===== config.mk =====
export PLATFORM = sky130hd
export DESIGN_NAME = vsched_flat
export DESIGN_NICKNAME = d
export VERILOG_FILES = /design/src/rtl/vsched_if.sv /design/src/rtl/vsched.sv /design/src/flat_wrapper.sv
export SDC_FILE = /design/constraint.sdc
export NUM_CORES = 1
export LEC_CHECK = 0
export CAP_MARGIN = 20
export CORE_MARGIN = 10
export CORE_UTILIZATION = 45
export CTS_CLUSTER_SIZE = 28
export DETAILED_ROUTE_END_ITERATION = 10
export PLACE_DENSITY_LB_ADDON = 0.12
export SLEW_MARGIN = 20
export SYNTH_ARGS = -nofsm -noshare
export SYNTH_HDL_FRONTEND = slang
export SYNTH_SLANG_ARGS = --single-unit

===== constraint.sdc =====
create_clock -name clk -period 2.08 [get_ports clk]
set_input_delay 0.416 -clock clk [delete_from_list [all_inputs] [get_ports clk]]
set_output_delay 0.416 -clock clk [all_outputs]
set_load 0.005 [all_outputs]

===== src/rtl/vsched_if.sv =====
// vsched_if -- handshake bundle between the vertical-blank update scheduler and
// its environment (vertical timing, four update units, status consumer).
//
// Signals:
//   vreset    frame-start pulse from vertical timing
//   vblank    vertical blanking level; updates only allowed while high
//   en_mask   per-unit enable, bit i = 0 skips unit i
//   done      per-unit completion acknowledge
//   clr       pulse clearing the sticky error flags
//   go        one-hot update strobe to unit i
//   busy      sequence in progress
//   seq_done  pulse on sequence completion
//   frame_cnt count of completed sequences (FRAME_W bits)
//   overrun   sticky: aborted sequence or vreset while busy
//   wdog_err  sticky: unit watchdog timeout
//
// Modports: master = scheduler side, slave = environment side.
interface vsched_if #(
    parameter int unsigned FRAME_W = 8
) ();
    logic               vreset;
    logic               vblank;
    logic [3:0]         en_mask;
    logic [3:0]         done;
    logic               clr;
    logic [3:0]         go;
    logic               busy;
    logic               seq_done;
    logic [FRAME_W-1:0] frame_cnt;
    logic               overrun;
    logic               wdog_err;

    modport master (
        input  vreset, vblank, en_mask, done, clr,
        output go, busy, seq_done, frame_cnt, overrun, wdog_err
    );

    modport slave (
        output vreset, vblank, en_mask, done, clr,
        input  go, busy, seq_done, frame_cnt, overrun, wdog_err
    );
endinterface


===== src/rtl/vsched.sv =====
// vsched -- sequences one-shot update strobes to four units during vertical
// blanking. A vreset pulse in idle walks units 0..3 in order; each enabled unit
// gets a one-cycle go strobe and is then waited on until it acknowledges with
// done. Disabled units cost one cycle each. Dropping vblank mid-sequence
// aborts it and flags overrun.
//
// Ports:
//   clk    single clock, rising edge
//   reset  synchronous active-high reset
//   bus    vsched_if.master (vreset, vblank, en_mask, done, clr in;
//          go, busy, seq_done, frame_cnt, overrun, wdog_err out)
//
// Parameters:
//   TIMEOUT  watchdog limit in clk cycles per unit wait (2..255)
//   FRAME_W  frame counter width
//
// Build option: define VSCHED_WDOG_EN to include the per-unit watchdog. Without
// it, WAIT only exits on done or abort and wdog_err is tied to 0.
module vsched #(
    parameter int unsigned TIMEOUT = 64,
    parameter int unsigned FRAME_W = 8
) (
    input logic      clk,
    input logic      reset,
    vsched_if.master bus
);

    if (TIMEOUT < 2 || TIMEOUT > 255) begin : g_timeout_range
        $error("vsched: TIMEOUT must be within 2..255");
    end

    typedef enum logic [2:0] {
        StIdle,
        StIssue,
        StWait,
        StNext,
        StDone
    } state_e;

    state_e             state_q;
    logic [1:0]         idx_q;
    logic [3:0]         go_q;
    logic               busy_q;
    logic               seq_done_q;
    logic [FRAME_W-1:0] frame_q;
    logic               overrun_q;

    logic [1:0]         idx_inc;
    logic               in_seq;
    logic               abort;

    assign idx_inc = idx_q + 2'd1;
    // Only the walking states can be aborted; DONE always completes.
    assign in_seq  = (state_q == StIssue) || (state_q == StWait) || (state_q == StNext);
    assign abort   = in_seq && !bus.vblank;

`ifdef VSCHED_WDOG_EN
    logic [7:0] wdog_cnt_q;
    logic       wdog_err_q;
`endif

    always_ff @(posedge clk) begin
        if (reset) begin
            state_q    <= StIdle;
            idx_q      <= 2'd0;
            go_q       <= 4'b0000;
            busy_q     <= 1'b0;
            seq_done_q <= 1'b0;
            frame_q    <= '0;
            overrun_q  <= 1'b0;
`ifdef VSCHED_WDOG_EN
            wdog_cnt_q <= 8'd0;
            wdog_err_q <= 1'b0;
`endif
        end else begin
            go_q       <= 4'b0000;
            seq_done_q <= 1'b0;

            // Clear first; any set below overrides it in the same cycle.
            if (bus.clr) begin
                overrun_q <= 1'b0;
`ifdef VSCHED_WDOG_EN
                wdog_err_q <= 1'b0;
`endif
            end
            if (bus.vreset && state_q != StIdle) begin
                overrun_q <= 1'b1;
            end

            if (abort) begin
                state_q   <= StIdle;
                busy_q    <= 1'b0;
                overrun_q <= 1'b1;
            end else begin
                unique case (state_q)
                    StIdle: begin
                        if (bus.vreset) begin
                            idx_q  <= 2'd0;
                            busy_q <= 1'b1;
                            if (bus.en_mask[0]) begin
                                state_q <= StIssue;
                                go_q    <= 4'b0001;
                            end else begin
                                state_q <= StNext;
                            end
                        end
                    end
                    StIssue: begin
                        state_q <= StWait;
`ifdef VSCHED_WDOG_EN
                        wdog_cnt_q <= 8'd0;
`endif
                    end
                    StWait: begin
                        if (bus.done[idx_q]) begin
                            state_q <= StNext;
`ifdef VSCHED_WDOG_EN
                        end else if (wdog_cnt_q == 8'(TIMEOUT - 1)) begin
                            // TIMEOUT wait cycles elapsed with no acknowledge.
                            state_q    <= StNext;
                            wdog_err_q <= 1'b1;
                        end else begin
                            wdog_cnt_q <= wdog_cnt_q + 8'd1;
`endif
                        end
                    end
                    StNext: begin
                        if (idx_q == 2'd3) begin
                            state_q    <= StDone;
                            seq_done_q <= 1'b1;
                            frame_q    <= frame_q + FRAME_W'(1);
                        end else begin
                            idx_q <= idx_inc;
                            if (bus.en_mask[idx_inc]) begin
                                state_q <= StIssue;
                                go_q    <= 4'b0001 << idx_inc;
                            end
                        end
                    end
                    StDone: begin
                        state_q <= StIdle;
                        busy_q  <= 1'b0;
                    end
                    default: begin
                        state_q <= StIdle;
                        busy_q  <= 1'b0;
                    end
                endcase
            end
        end
    end

    assign bus.go        = go_q;
    assign bus.busy      = busy_q;
    assign bus.seq_done  = seq_done_q;
    assign bus.frame_cnt = frame_q;
    assign bus.overrun   = overrun_q;
`ifdef VSCHED_WDOG_EN
    assign bus.wdog_err  = wdog_err_q;
`else
    assign bus.wdog_err  = 1'b0;
`endif

endmodule


===== src/flat_wrapper.sv =====
// flat-port wrapper written by rule: the top's interface ports become plain ports
module vsched_flat 
#(
    parameter int unsigned TIMEOUT = 64,
    parameter int unsigned FRAME_W = 8
)
  (clk, reset, bus_vreset, bus_vblank, bus_en_mask, bus_done, bus_clr, bus_go, bus_busy, bus_seq_done, bus_frame_cnt, bus_overrun, bus_wdog_err);
  vsched_if #(.FRAME_W(FRAME_W)) bus_i ();
  input logic clk;
  input logic reset;
  input wire logic [$bits(bus_i.vreset)-1:0] bus_vreset;
  input wire logic [$bits(bus_i.vblank)-1:0] bus_vblank;
  input wire logic [$bits(bus_i.en_mask)-1:0] bus_en_mask;
  input wire logic [$bits(bus_i.done)-1:0] bus_done;
  input wire logic [$bits(bus_i.clr)-1:0] bus_clr;
  output wire logic [$bits(bus_i.go)-1:0] bus_go;
  output wire logic [$bits(bus_i.busy)-1:0] bus_busy;
  output wire logic [$bits(bus_i.seq_done)-1:0] bus_seq_done;
  output wire logic [$bits(bus_i.frame_cnt)-1:0] bus_frame_cnt;
  output wire logic [$bits(bus_i.overrun)-1:0] bus_overrun;
  output wire logic [$bits(bus_i.wdog_err)-1:0] bus_wdog_err;
  assign bus_i.vreset = bus_vreset;
  assign bus_i.vblank = bus_vblank;
  assign bus_i.en_mask = bus_en_mask;
  assign bus_i.done = bus_done;
  assign bus_i.clr = bus_clr;
  assign bus_go = bus_i.go;
  assign bus_busy = bus_i.busy;
  assign bus_seq_done = bus_i.seq_done;
  assign bus_frame_cnt = bus_i.frame_cnt;
  assign bus_overrun = bus_i.overrun;
  assign bus_wdog_err = bus_i.wdog_err;
  vsched #(.TIMEOUT(TIMEOUT), .FRAME_W(FRAME_W)) u_core (.clk(clk), .reset(reset), .bus(bus_i));
endmodule

==> impl_metrics.csv <==
group,metric,value,unit
die,die_height,68.27,microns
power,cellLeakagePower,0.5273,nW
grt,grt_max_degree,15,
sta,grt_setup_unrepaired,"false",
placement,place_area,1343,sq um
drt,drtPass1Iterations,4,
run_status,status,"completed",
setup_path,critical_path_class,"register to register",
drt,finalWirelength,2268,microns
setup_path,path_max_fanout,9,
die,core,2212,sq um
sta,fin_skew,0.001028,ns
placement,io_buffers,27,
synth,synth-edff-count,0,
min_path,hold_start,"u_core.bus.overrun",
job,cap_violations,0,
sta,slew_violations,0,
drt,ant_nets,0,
synth,ys_seq_area_share,38.19,%
sta,final-setup-viol-count,0,
setup_path,crit_start,"u_core.idx_q[0]",
synth,synth_flop_cell,"dfxtp_1",
cells_and_area,diodes,0,
power,power_density,541.0,nW/um^2
clocking,clk-insertion-delay-late,0.29,ns
synth,synth-warning-count,0,
grt,grt_pass1_wl,4050,microns
drt,wl_met2,1054,microns
clocking,cts_max_level,1,
synth,yosysUniqueCellTypes,38,
cells_and_area,layout.nets,160,
clocking,cts_root_buf,"clkbuf_4",
clocking,cts_resized,0,
clocking,clk_pin_slew,0.11,ns
die,io-pin-count,29,
drt,post_drt_wl_per_cell,13.42,microns
die,dieArea,4661,sq um
setup_path,cp.required,2.27,ns
placement,dp_hpwl,1798,microns
setup_path,arrival,2.01,ns
sta,post-route-period-util,87.13,%
grt,grt_pass1_vias,938,
cells_and_area,fill_cells,201,
power,peakVddDrop,0.4535,mV
sta,hold_viol_final,0,
sta,setup-tns-final,0,ns
drt,highest_layer,"met4",
setup_path,rrSetupSlack,0.27,ns
synth,syn_area,1049,sq um
sta,period_minus_slack,1.812,ns
clocking,cts.path.max_buffers,2,
sta,fmax,551.8,MHz
die,die_w,68.27,microns
clocking,hold_buffers,0,
clocking,cts-buffers-inserted,3,
synth,ys_ff_latch,20,
drt,wl_met1,1010,microns
synth,synthArstFlopShare,0,%
drt,drtIter0Drc,27,
clocking,cts_tree,"done",
drt,wl_met3,191,microns
drt,drc,0,
clocking,cts_sinks,20,
synth,synth_cells,113,
cells_and_area,area_growth,31.50,%
min_path,min_path_type,"register to register",
cells_and_area,layout-drive-gt1-share,13.48,%
setup_path,r2r_start,"u_core.idx_q[0]",
grt,grt-ovfl-total,0,
synth,avgSynthCellArea,9.279,sq um
sta,hold_ws,0.4790,ns
drt,viasPerCell,5.337,
setup_path,start_kind,"register",
die,rows,17,
grt,antenna_found_initial,0,
clocking,post_cts_buffers,0,
drt,vias,902,
setup_path,end_kind,"register",
grt,grtUsageTotal,10.94,%
cells_and_area,fin_area,1379,sq um
synth,synth_fp_nets,131,
placement,routabilityCongestion,0.8505,
die,initial_core_util,47.40,%
power,p_total,0.0007460,W
-- area by class of cell --
| type | count | area [sq um] | area share [%] |
|---|---|---|---|
| Multi-Input combinational cell | 81 | 588.1 | 42.65 |
| Sequential cell | 20 | 400.4 | 29.04 |
| Timing Repair Buffer | 31 | 300.3 | 21.78 |
| Clock buffer | 4 | 36.28 | 2.632 |
| Tap cell | 28 | 35.03 | 2.541 |
| Inverter | 5 | 18.77 | 1.361 |
-- cell usage in the layout (no fill, tap or decap), drive strengths merged, types with 5 or more instances in the layout --
cell type / instances
a21oi: 7
clkdlybuf4s50: 27
dfxtp: 20
ha: 5
inv: 5
mux2: 6
nor2: 8
nor2b: 5
o21ai: 5
-- logic make-up after synthesis --
logic type                 count (synthesis)  share of synthesized area [%]
AOI/OAI and AO/OA                         20                          11.81
adders and majority gates                  5                          5.967
buffers and inverters                     12                          5.728
DFF                                       20                          38.19
muxes                                      9                          10.50
other                                      1                         0.3577
and+or+nand+nor                           46                          27.45
-- critical path, cell delays in order (launching register included) --
cell and delay, ns:
dfxtp_1 0.50, ha_1 0.39, nand4_1 0.21, nor4_1 0.25
mux2_2 0.37
-- power breakdown --
group | internal (W) | switching, W
Clock | 0.000107 | 0.000115
Combinational | 0.0000670 | 0.0000482
Sequential | 0.000394 | 0.0000150
-- registers in the layout (all words and copies together) (netlist names) --
register	count
u_core.bus.overrun	1
u_core.state_q	3
u_core.bus.busy	1
u_core.bus.go	4
u_core.idx_q	2
u_core.bus.seq_done	1
u_core.bus.frame_cnt	8
-- per-stage QoR --
step / instances / util, % / setup slack (ns)
after floorplan: 113 / - / 0.5379
after global placement: 165 / 60.69 / 0.1540
after detailed placement: 165 / 60.69 / 0.09466
after CTS: 169 / 62.33 / 0.2618
after global routing: 169 / 62.33 / 0.006936
final: 169 / 62.33 / 0.2677
-- cells in the mapped netlist (3+ instances only) --
cell | number | share of area [%]
inv_1 | 5 | 1.8
ha_1 | 5 | 6.0
nand3_1 | 3 | 1.4
nor2b_1 | 5 | 3.0
dfxtp_1 | 20 | 38
nor3_1 | 4 | 1.9
a21oi_1 | 7 | 3.3
buf_2 | 3 | 1.4
nand2_1 | 4 | 1.4
nand2b_1 | 3 | 1.8
and2_1 | 3 | 1.8
o21ai_0 | 5 | 2.4
nand4_1 | 3 | 1.8
nor2_1 | 8 | 2.9
mux2_2 | 6 | 6.4
-- path summary, 6_finish.rpt --
kind	to	cells past startpoint
setup / recovery	u_core.bus.frame_cnt[7]	4
hold reg to reg	u_core.bus.overrun	2
setup reg to reg	u_core.bus.frame_cnt[7]	4
hold / removal	u_core.bus.overrun	2
-- layer usage --
layer  track usage [%]  vias to the layer above
li1                  -                      461
met2             18.49                       18
met1             12.84                      421
met5                 0                        -
met3             3.263                        2
met4             3.769                        0
No activity file was read; power rests on OpenSTA's default activity.
